`config.mk`:
```
export PLATFORM = sky130hd
export DESIGN_NAME = pipeline_hazard_controller
export DESIGN_NICKNAME = d
export VERILOG_FILES = /design/src/rtl/pipeline_hazard_controller.sv
export SDC_FILE = /design/constraint.sdc
export NUM_CORES = 1
export LEC_CHECK = 0
export CAP_MARGIN = 5
export CORE_MARGIN = 4
export CORE_UTILIZATION = 39
export DETAILED_ROUTE_END_ITERATION = 8
export PLACE_DENSITY = 0.79
export SYNTH_ARGS = -nofsm -noshare
export SYNTH_HDL_FRONTEND = slang
export SYNTH_SLANG_ARGS = --single-unit
export TNS_END_PERCENT = 50
```
`constraint.sdc`:
```
create_clock -name clk -period 2.7 [get_ports clk]
set_input_delay 0.54 -clock clk [delete_from_list [all_inputs] [get_ports clk]]
set_output_delay 0.54 -clock clk [all_outputs]
set_load 0.03 [all_outputs]
```
`src/rtl/pipeline_hazard_controller.sv`:
```
// Stall/flush sequencer for the 5-stage pipeline: load-use, ID branch operand,
// mult/div occupancy and data-memory wait hazards, plus HI/LO unit sequencing.
//
// state  | meaning
// S_IDLE | mult/div unit free, a new start may be accepted
// S_BUSY | mult/div in flight, r_cnt counts down remaining cycles
module pipeline_hazard_controller #(
  parameter int MD_CYCLES = 32,
  parameter int CW        = 6
) (
  input  logic       clk,
  input  logic       rst,
  input  logic [4:0] id_rs,
  input  logic [4:0] id_rt,
  input  logic       id_branch,
  input  logic       id_branch_taken,
  input  logic       id_md_start,
  input  logic       id_md_read,
  input  logic       ex_reg_write,
  input  logic       ex_mem_to_reg,
  input  logic [4:0] ex_write_reg,
  input  logic       mem_mem_to_reg,
  input  logic [4:0] mem_write_reg,
  input  logic       dmem_wait,
  output logic       stall_pc,
  output logic       stall_ifid,
  output logic       stall_idex,
  output logic       stall_exmem,
  output logic       flush_ifid,
  output logic       flush_idex,
  output logic       md_start,
  output logic       md_busy,
  output logic       md_done
);

  typedef enum logic {S_IDLE, S_BUSY} state_t;

  state_t        r_state;
  logic [CW-1:0] r_cnt;
  logic          r_md_busy;
  logic          r_md_done;

  logic w_freeze, w_ex_match, w_mem_match, w_lu, w_br, w_mdh, w_hz, w_md_start;

  // A write to $0 never creates a dependency, so matches require a nonzero destination.
  assign w_ex_match  = (ex_write_reg != 5'd0) &&
                       ((ex_write_reg == id_rs) || (ex_write_reg == id_rt));
  assign w_mem_match = (mem_write_reg != 5'd0) &&
                       ((mem_write_reg == id_rs) || (mem_write_reg == id_rt));

  assign w_freeze   = dmem_wait;
  assign w_lu       = ex_mem_to_reg && w_ex_match;
  assign w_br       = id_branch && ((ex_reg_write && w_ex_match) ||
                                    (mem_mem_to_reg && w_mem_match));
  assign w_mdh      = (r_state == S_BUSY) && (id_md_start || id_md_read);
  assign w_hz       = w_lu || w_br || w_mdh;
  assign w_md_start = !rst && id_md_start && (r_state == S_IDLE) && !w_hz && !w_freeze;

  assign stall_pc    = !rst && (w_freeze || w_hz);
  assign stall_ifid  = !rst && (w_freeze || w_hz);
  assign stall_idex  = !rst && w_freeze;
  assign stall_exmem = !rst && w_freeze;
  assign flush_idex  = !rst && w_hz && !w_freeze;
  assign flush_ifid  = !rst && id_branch && id_branch_taken && !w_hz && !w_freeze;
  assign md_start    = w_md_start;
  assign md_busy     = r_md_busy && !rst;
  assign md_done     = r_md_done && !rst;

  // The countdown ignores pipeline freeze: the unit runs independently of stalls.
  always_ff @(posedge clk) begin
    if (rst) begin
      r_state   <= S_IDLE;
      r_cnt     <= '0;
      r_md_busy <= 1'b0;
      r_md_done <= 1'b0;
    end else begin
      r_md_done <= 1'b0;
      case (r_state)
        S_IDLE: begin
          if (w_md_start) begin
            r_state   <= S_BUSY;
            r_cnt     <= CW'(MD_CYCLES - 1);
            r_md_busy <= 1'b1;
          end
        end
        S_BUSY: begin
          if (r_cnt == '0) begin
            r_state   <= S_IDLE;
            r_md_busy <= 1'b0;
            r_md_done <= 1'b1;
          end else begin
            r_cnt <= r_cnt - 1'b1;
          end
        end
        default: begin
          r_state   <= S_IDLE;
          r_md_busy <= 1'b0;
        end
      endcase
    end
  end

endmodule

```
==> run summary, run 1 <==
CTS Buf Count - 3
VDD IR-drop max - 278 uV
Fraction of layout cells with a size suffix above 1 - 20.3%
Initial antenna violation count - 0
Status - finished, final reports clean
Number of synthesized flops with an enable pin - 0
RSZ-0062 raised after global routing - true
Distinct cells, synth - 31
Crit share post-route - 98.2%
Syn Std Cell Area - 748 um^2
Post-synthesis register bit count - 9
CP Data Required Time - 2160 ps
Clock buffer depth - 2
DRC viols - 0
CP Capture Type - output pin
Setup violations, final - 0
Setup CP Type - in2out
HPWL after detailed placement - 1890 um
Area Overhead vs Synth - 76.6%
Area after DPL - 1230 um^2
Number of diodes - 0
Routed Wire Length - 2430 um
DR vias/cell - 5.18
Power, Total - 0.463 mW
DIE AREA - 2680 um^2
Gr usage total - 18.2%
Power Density - 350 nW/um^2
FMAX - 377 MHz
Vias in the first global route - 875
Asr flop ratio synth - 0%
Area of the core - 1760 um^2
Drt first pass iters - 4
Count of input and output buffers - 38
Post-route insts no fill - 173
Post-Synthesis Cells - 95
# clock sinks - 9
CTS tree - built
GRT overflow - 0
Arr. time, crit path - 2110 ps
Clock latency on the worst-skew pair - 260 ps
Post-route setup slack - 48.1 ps
Pin count of the biggest net entering global routing - 14
Tightest Hold Check Type - reg2reg
Post-synthesis sequential area ratio - 24.1%
Root Buffer - clkbuf_4
Crit Path Max Fanout - 3
Clock slew at reported path FFs - 60 ps
Post-layout util - 74.9%
Slew Viols, Final - 0
Initial Utilization - 42.4%
Rows - 15
Final Hold Fails - 0
Via Count - 896
Placer Congestion - 0.946
Die X - 51.8 um
Top FF cell, synth - dfxtp_1
Yosys warnings - 0
Syn Nets - 127
Yosys top cell area share - 24.1%
Avg Synthesized Cell Area - 7.88 um^2
Worst-Margin Slew - 380 ps
Die Ht - 51.8 um
Worst slack, placed - -511 ps
Post-detailed-route wirelength per cell - 14.0 um
Fin area - 1320 um^2
Max Cap Viol - 0
Top Ports - 39
WHS - 534 ps
Synth top area cells - dfxtp_1, xnor2_1, nand2_1
H-tree levels - 1
Crit start category - primary input
Leading area contributor after synthesis - dfxtp_1
Tmin final - 2650 ps
Total Neg Setup Slack - 0 ps
Initial DRC Count - 34
Slew margin rel. - 74.3%
Net count, final - 181
Placed cells - 167
First-pass GRT wire length - 3710 um
Clock skew - 2.16 ps
Antenna Nets Post-Route - 0
LEAKAGE - 0.572 nW
[final timing paths]
path / startpoint / end / slack (ps) / depth (start not counted)
hold reg to reg: r_cnt[0]$_SDFFE_PP0P_ / r_cnt[0]$_SDFFE_PP0P_ / 530 / 2
setup / recovery: ex_write_reg[4] / flush_ifid / 50 / 8
setup reg to reg: r_cnt[0]$_SDFFE_PP0P_ / r_cnt[5]$_SDFFE_PP0P_ / 920 / 7
hold / removal: r_cnt[0]$_SDFFE_PP0P_ / r_cnt[0]$_SDFFE_PP0P_ / 530 / 2
[where the power goes]
| group | internal [mW] | switching [mW] |
|---|---|---|
| clock | 0.0547 | 0.0491 |
| combinational | 0.109 | 0.0920 |
| sequential | 0.145 | 0.0123 |
[placed cells by master (no fill, tap or decap), drive strengths merged]
cell type,synthesis,layout
o21a,1,1
a211oi,1,1
a21oi,5,5
or3,1,1
nor2b,2,2
or4b,1,1
a221o,1,1
a31oi,3,3
a21o,1,1
a41o,1,1
inv,5,5
nor2,7,7
clkinv,0,1
nand2,8,8
ha,2,2
a22o,1,1
xnor2,20,20
nor4b,1,1
nand3,5,5
dlymetal6s2s,0,7
dfxtp,9,9
xor2,1,1
and3,2,2
clkdlybuf4s50,0,26
nand3b,1,1
o311a,1,1
a21boi,1,1
a311o,2,2
o22ai,2,2
a22oi,1,1
nor3,2,2
o21ai,4,4
clkbuf,1,5
buf,2,17
[sequential cells by signal, summed over array words and instances (netlist names)]
register and flops:
r_state 1, r_md_busy 1, r_md_done 1, r_cnt 6
[metal layers]
metal / vias to the layer above / track usage, % / wire length (um)
li1: 447 / - / -
met1: 419 / 21.0 / 1040
met2: 24 / 33.3 / 1260
met3: 6 / 4.58 / 99
met4: 0 / 3.93 / 32
met5: - / 0 / 0
[critical path, stage by stage]
cell	delay (ps)
clkdlybuf4s50_1	550
xnor2_1	140
nand3_1	120
o22ai_2	220
a22oi_2	120
buf_4	150
and3_4	140
buf_6	130
[kinds of logic (layout without fill, tap and decap cells)]
kind of cell	count (synthesis)	in the layout	share of synthesized area, %
AND/OR/NAND/NOR	30	30	19.9
AO/OA/AOI/OAI	25	25	23.1
XOR/XNOR	21	21	24.6
flip-flops	9	9	24.1
buffers and inverters	8	61	5.02
adder cells (fa/ha/maj)	2	2	3.34
[area by class of cell]
class,instances,area (um^2)
timing repair buffer,52,495
clock inverter,1,5.00
inverter,5,18.8
clock buffer,3,22.5
tap,25,31.3
sequential,9,180
fill,143,443
multi-input combinational,78,568
[synth_stat cells, drive strengths merged (3+ instances only)]
cell / count
nand2: 8
a21oi: 5
inv: 5
nand3: 5
a31oi: 3
nor2: 7
o21ai: 4
dfxtp: 9
xnor2: 20
[what timing repair did]
action / 4_1_cts / 5_1_grt
hold buffers: 0 / 0
gates resized for setup: 20 / 16
pin swaps: 2 / 3
buffers inserted: 1 / 1
endpoints found under the setup margin: 5 / 5
Power figures use the tool's default switching activity.
==> inputs of run 2 (changes only) <==
- GPL_TIMING_DRIVEN: unset -> 0
- PLACE_DENSITY: 0.79 -> 0.89
==> run 2 against run 1 <==
  * The run now ends with DRC left
  * Sequential share of layout area is 1.0 points higher
  * Critical path type unchanged
  * Critical path depth stayed put
  * Register-to-register slack worse by 140 ps
==> run summary, run 2 (synthesis results as in run 1) <==
Status - finished with violations (was finished, final reports clean)
Failing checks - DRC
CTS tree - built (unchanged)
FMAX - 375 MHz (was 377 MHz)
Crit share post-route - 98.9% (was 98.2%)
CP Capture Type - output pin (unchanged)
Area Overhead vs Synth - 64.2% (was 76.6%)
Initial DRC Count - 39 (was 34)
H-tree levels - 1 (unchanged)
Pin count of the biggest net entering global routing - 11 (was 14)
Final Hold Fails - 0 (unchanged)
VDD IR-drop max - 290 uV (was 278 uV)
Rows - 15 (unchanged)
Routed Wire Length - 2670 um (was 2430 um)
Fin area - 1230 um^2 (was 1320 um^2)
Slew margin rel. - 69.6% (was 74.3%)
Root Buffer - clkbuf_4 (unchanged)
Setup violations, final - 0 (unchanged)
Crit Path Max Fanout - 3 (unchanged)
Number of diodes - 0 (unchanged)
CP Data Required Time - 2160 ps (about the same)
Gr usage total - 19.5% (was 18.2%)
LEAKAGE - 0.565 nW (was 0.572 nW)
CTS Buf Count - 3 (unchanged)
Clock skew - 5.74 ps (was 2.16 ps)
Power Density - 370 nW/um^2 (was 350 nW/um^2)
Worst-Margin Slew - 452 ps (was 380 ps)
Drt first pass iters - 6 (was 4)
Net count, final - 174 (was 181)
Crit start category - primary input (unchanged)
Most frequent cells in the layout - xnor2_1, clkdlybuf4s50_1, dfxtp_1 (was clkdlybuf4s50_1, xnor2_1, buf_4)
Slew Viols, Final - 0 (unchanged)
Die Ht - 51.8 um (unchanged)
DR vias/cell - 5.58 (was 5.18)
Commonest non-fill, non-tap cell in the layout - xnor2_1 (was clkdlybuf4s50_1)
Tightest Hold Check Type - reg2reg (unchanged)
Biggest register - r_cnt (unchanged)
Clock slew at reported path FFs - 50 ps (was 60 ps)
Largest register FFs - 6 (unchanged)
Clock buffer depth - 2 (unchanged)
# clock sinks - 9 (unchanged)
Initial antenna violation count - 0 (unchanged)
Arr. time, crit path - 2130 ps (was 2110 ps)
Area of the core - 1760 um^2 (unchanged)
Post-layout util - 69.6% (was 74.9%)
Setup CP Type - in2out (unchanged)
Top Ports - 39 (unchanged)
First-pass GRT wire length - 3950 um (was 3710 um)
Antenna Nets Post-Route - 0 (unchanged)
Post-detailed-route wirelength per cell - 16.1 um (was 14.0 um)
Die X - 51.8 um (unchanged)
RSZ-0062 raised after global routing - true (unchanged)
Initial Utilization - 42.4% (unchanged)
Fraction of layout cells with a size suffix above 1 - 17.0% (was 20.3%)
DRC viols - 2 (was 0)
Count of input and output buffers - 38 (unchanged)
Clock latency on the worst-skew pair - 260 ps (about the same)
Max Cap Viol - 0 (unchanged)
Placer Congestion - 0.832 (was 0.946)
Tmin final - 2670 ps (was 2650 ps)
HPWL after detailed placement - 1970 um (was 1890 um)
Vias in the first global route - 921 (was 875)
DIE AREA - 2680 um^2 (unchanged)
WHS - 544 ps (was 534 ps)
Hold Buf Count CTS - 0 (unchanged)
Via Count - 926 (was 896)
GRT overflow - 0 (unchanged)
Area after DPL - 1160 um^2 (was 1230 um^2)
run 2: cell types whose count changed in the layout (fill, tap and decap cells not counted), sizes merged:
cell / before / now
dlygate4sd2: 0 / 5
clkinv: 1 / 0
clkbuf: 5 / 8
clkdlybuf4s50: 26 / 18
buf: 17 / 11
run 2: cell type report:
cell class / count / area (um^2)
Buffer: 3 / 20.0
Clock buffer: 4 / 26.3
Fill cell: 142 / 536
Inverter: 5 / 18.8
Multi-Input combinational cell: 78 / 566
Sequential cell: 9 / 180
Tap cell: 25 / 31.3
Timing Repair Buffer: 42 / 387
run 2: what timing repair did:
item | in CTS | in global routing
resized for setup | 41 | 17
setup buffers | 3 | 1
pin swaps | 4 | 8
setup endpoints to repair | 8 | 4
run 2: through the flow:
| step | TNS (ps) | power, mW | cells | setup slack, ps |
|---|---|---|---|---|
| floorplan | 0 | 0.256 | 95 | 74.7 |
| global route | -36.6 | 0.478 | 166 | -36.6 |
| detailed placement | -4060 | 0.343 | 158 | -845 |
| global placement | -3720 | 0.334 | 158 | -786 |
| finish | 0 | 0.454 | 166 | 30.9 |
| CTS | 0 | 0.448 | 165 | 11.4 |
run 2: worst max-delay path, cell delays in order:
cell	delay (ps)
clkdlybuf4s50_1	540
xnor2_1	130
nand2_1	90
o22ai_2	220
a22oi_2	130
a31oi_2	210
buf_4	130
buf_4	140
run 2: worst paths after layout:
kind / cells past startpoint / start / slack, ps / end
worst min register to register: 2 / r_cnt[0]$_SDFFE_PP0P_ / 540 / r_cnt[0]$_SDFFE_PP0P_
worst max register to register: 7 / r_cnt[0]$_SDFFE_PP0P_ / 780 / r_cnt[5]$_SDFFE_PP0P_
worst min-delay path: 2 / r_cnt[0]$_SDFFE_PP0P_ / 540 / r_cnt[0]$_SDFFE_PP0P_
worst max-delay path: 8 / ex_write_reg[3] / 30 / stall_pc
run 2: layer usage:
| metal | vias up | track usage, % | routed length (um) |
|---|---|---|---|
| li1 | 433 | - | - |
| met1 | 418 | 18.8 | 957 |
| met2 | 65 | 38.8 | 1410 |
| met3 | 10 | 5.16 | 219 |
| met4 | 0 | 6.99 | 78 |
| met5 | - | 0 | 0 |
run 2: power by group:
group,leakage [nW],internal [mW],switching [mW]
logic,0.476,0.0972,0.0972
clock network,0.0150,0.0568,0.0453
registers,0.0740,0.145,0.0124
total,0.565,0.299,0.155
==> inputs of run 3 (changes only) <==
- GPL_TIMING_DRIVEN: 0 -> unset
==> run 3 against run 2 <==
  * The run now ends clean
  * First-iteration DRC count is 38% lower
  * Worst setup slack better by 26 ps
  * Utilization is 4.1 points higher
  * Die area stayed put
  * Clock skew is 6.4 ps higher
  * Clock power up 4%
  * Count of clock-buffer cells in the layout did not move
  * Maximum frequency up 0.98%
  * Critical path depth stayed put
  * Sequential power about the same
  * Critical endpoint is now flush_ifid
==> run summary, run 3 (synthesis results as in run 1) <==
Setup violations, final - 0 (unchanged)
Initial DRC Count - 24 (was 39)
Count of input and output buffers - 38 (unchanged)
Tightest Hold Check Type - reg2reg (unchanged)
Clock skew - 12.2 ps (was 5.74 ps)
Placed cells - 167 (was 158)
# clock sinks - 9 (unchanged)
HPWL after detailed placement - 2020 um (was 1970 um)
Status - finished, final reports clean (was finished with violations)
Clock buffer depth - 2 (unchanged)
Root Buffer - clkbuf_4 (unchanged)
Area Overhead vs Synth - 73.9% (was 64.2%)
FMAX - 378 MHz (was 375 MHz)
Power Density - 358 nW/um^2 (was 370 nW/um^2)
Clock slew at reported path FFs - 50 ps (about the same)
Placer Congestion - 0.928 (was 0.832)
Vias in the first global route - 951 (was 921)
GRT overflow - 0 (unchanged)
DR vias/cell - 5.41 (was 5.58)
CTS Buf Count - 3 (unchanged)
Tmin final - 2640 ps (was 2670 ps)
Antenna Nets Post-Route - 0 (unchanged)
Initial antenna violation count - 0 (unchanged)
Area of the core - 1760 um^2 (unchanged)
Slew Viols, Final - 0 (unchanged)
Register Area - 180 um^2 (unchanged)
Slew margin rel. - 72.5% (was 69.6%)
Largest register FFs - 6 (unchanged)
Worst slack, placed - -556 ps (was -845 ps)
Area of the multi-input gates - 562 um^2 (was 566 um^2)
Crit Path Max Fanout - 3 (unchanged)
VDD IR-drop max - 291 uV (was 290 uV)
Fraction of layout cells with a size suffix above 1 - 18.9% (was 17.0%)
Biggest register - r_cnt (unchanged)
Post-route insts no fill - 173 (was 166)
Post-detailed-route wirelength per cell - 14.6 um (was 16.1 um)
Drt first pass iters - 4 (was 6)
Crit start category - primary input (unchanged)
LEAKAGE - 0.554 nW (was 0.565 nW)
Rows - 15 (unchanged)
Final Hold Fails - 0 (unchanged)
Most frequent cells in the layout - clkdlybuf4s50_1, xnor2_1, buf_4 (was xnor2_1, clkdlybuf4s50_1, dfxtp_1)
Via Count - 936 (was 926)
Delay-heaviest family, CP - buffers and inverters (unchanged)
Clock latency on the worst-skew pair - 270 ps (was 260 ps)
Gr usage total - 20.0% (was 19.5%)
Number of diodes - 0 (unchanged)
Post-route setup slack - 56.9 ps (was 30.9 ps)
Pin count of the biggest net entering global routing - 12 (was 11)
Net count, final - 181 (was 174)
CP Capture Type - output pin (unchanged)
Commonest non-fill, non-tap cell in the layout - clkdlybuf4s50_1 (was xnor2_1)
First-pass GRT wire length - 4070 um (was 3950 um)
Top Ports - 39 (unchanged)
Worst-Margin Slew - 407 ps (was 452 ps)
Crit-path cells - clkdlybuf4s50_1, xnor2_1, nand3_1, o22ai_2, a22oi_2, buf_4, and3_4, buf_6 (was clkdlybuf4s50_1, xnor2_1, nand2_1, o22ai_2, a22oi_2, a31oi_2, buf_4, buf_4)
Hold Buf Count CTS - 0 (unchanged)
Max Cap Viol - 0 (unchanged)
WHS - 565 ps (was 544 ps)
Setup CP Type - in2out (unchanged)
Highest-delay cell along the critical path - clkdlybuf4s50_1 (unchanged)
FF-to-FF setup slack - 900 ps (was 780 ps)
DRC viols - 0 (was 2)
Arr. time, crit path - 2100 ps (was 2130 ps)
Filler cells - 132 (was 142)
Routed Wire Length - 2530 um (was 2670 um)
H-tree levels - 1 (unchanged)
CTS tree - built (unchanged)
Crit share post-route - 97.9% (was 98.9%)
Buf/Inv on CP - 3 (unchanged)
Die Ht - 51.8 um (unchanged)
DIE AREA - 2680 um^2 (unchanged)
Die X - 51.8 um (unchanged)
CP Data Required Time - 2160 ps (about the same)
Slowest cell delay on critical path - 560 ps (was 540 ps)
Initial Utilization - 42.4% (unchanged)
-- run 3: cell count changes in the layout (fill, tap and decap cells not counted), moves of 2 or more --
cell,change
dlymetal6s2s_1,-2
dlygate4sd2_1,-2
buf_2,-2
clkbuf_2,-4
buf_4,+9
clkdlybuf4s50_1,+7
-- run 3: worst paths after layout --
path                                            start               endpoint  cells after the start
worst max-delay path                 mem_write_reg[4]             flush_ifid                      8
worst min-delay path            r_cnt[0]$_SDFFE_PP0P_  r_cnt[0]$_SDFFE_PP0P_                      2
worst max register to register  r_cnt[0]$_SDFFE_PP0P_  r_cnt[5]$_SDFFE_PP0P_                      7
worst min register to register  r_cnt[0]$_SDFFE_PP0P_  r_cnt[0]$_SDFFE_PP0P_                      2
-- run 3: final cells by class --
type	instances	share of cell area, %
multi-input cells	78	43.2
flip-flops and latches	9	13.8
repair buffers	52	37.1
clock buffers	4	2.02
inverters	5	1.44
well taps	25	2.40
-- run 3: repair_timing --
item,in CTS,in global routing
pin swaps,4,3
setup buffers,1,1
hold endpoints to repair,0,0
gates resized for setup,25,10
endpoints found under the setup margin,5,5
-- run 3: stage by stage --
stage | TNS [ps] | cell area [um^2] | utilization [%] | total power [mW]
detailed placement | -1880 | 1230 | 69.5 | 0.354
global placement | -1630 | 1230 | 69.5 | 0.343
finish | 0 | 1300 | 73.8 | 0.465
floorplan | 0 | 748 | - | 0.256
global route | -37.8 | 1300 | 73.8 | 0.492
CTS | -80.4 | 1270 | 72.1 | 0.461
-- run 3: report_power, final --
group	switching, mW	internal, mW
Combinational	0.0938	0.108
Sequential	0.0123	0.145
Clock	0.0491	0.0571
-- run 3: layer usage --
metal	up-vias	global-route usage, %	wire, um
met1	442	22.4	1010
met2	44	35.2	1310
met4	0	7.86	63
li1	443	-	-
met3	7	5.73	144
met5	-	0	0
-- run 3: worst register-to-register path: stages (launching register included) --
cell      delay (ps)
dfxtp_1          320
inv_1            100
ha_1             150
or4b_1           460
o21a_1           280
nand3_1          140
xor2_1            70
a211oi_1         200
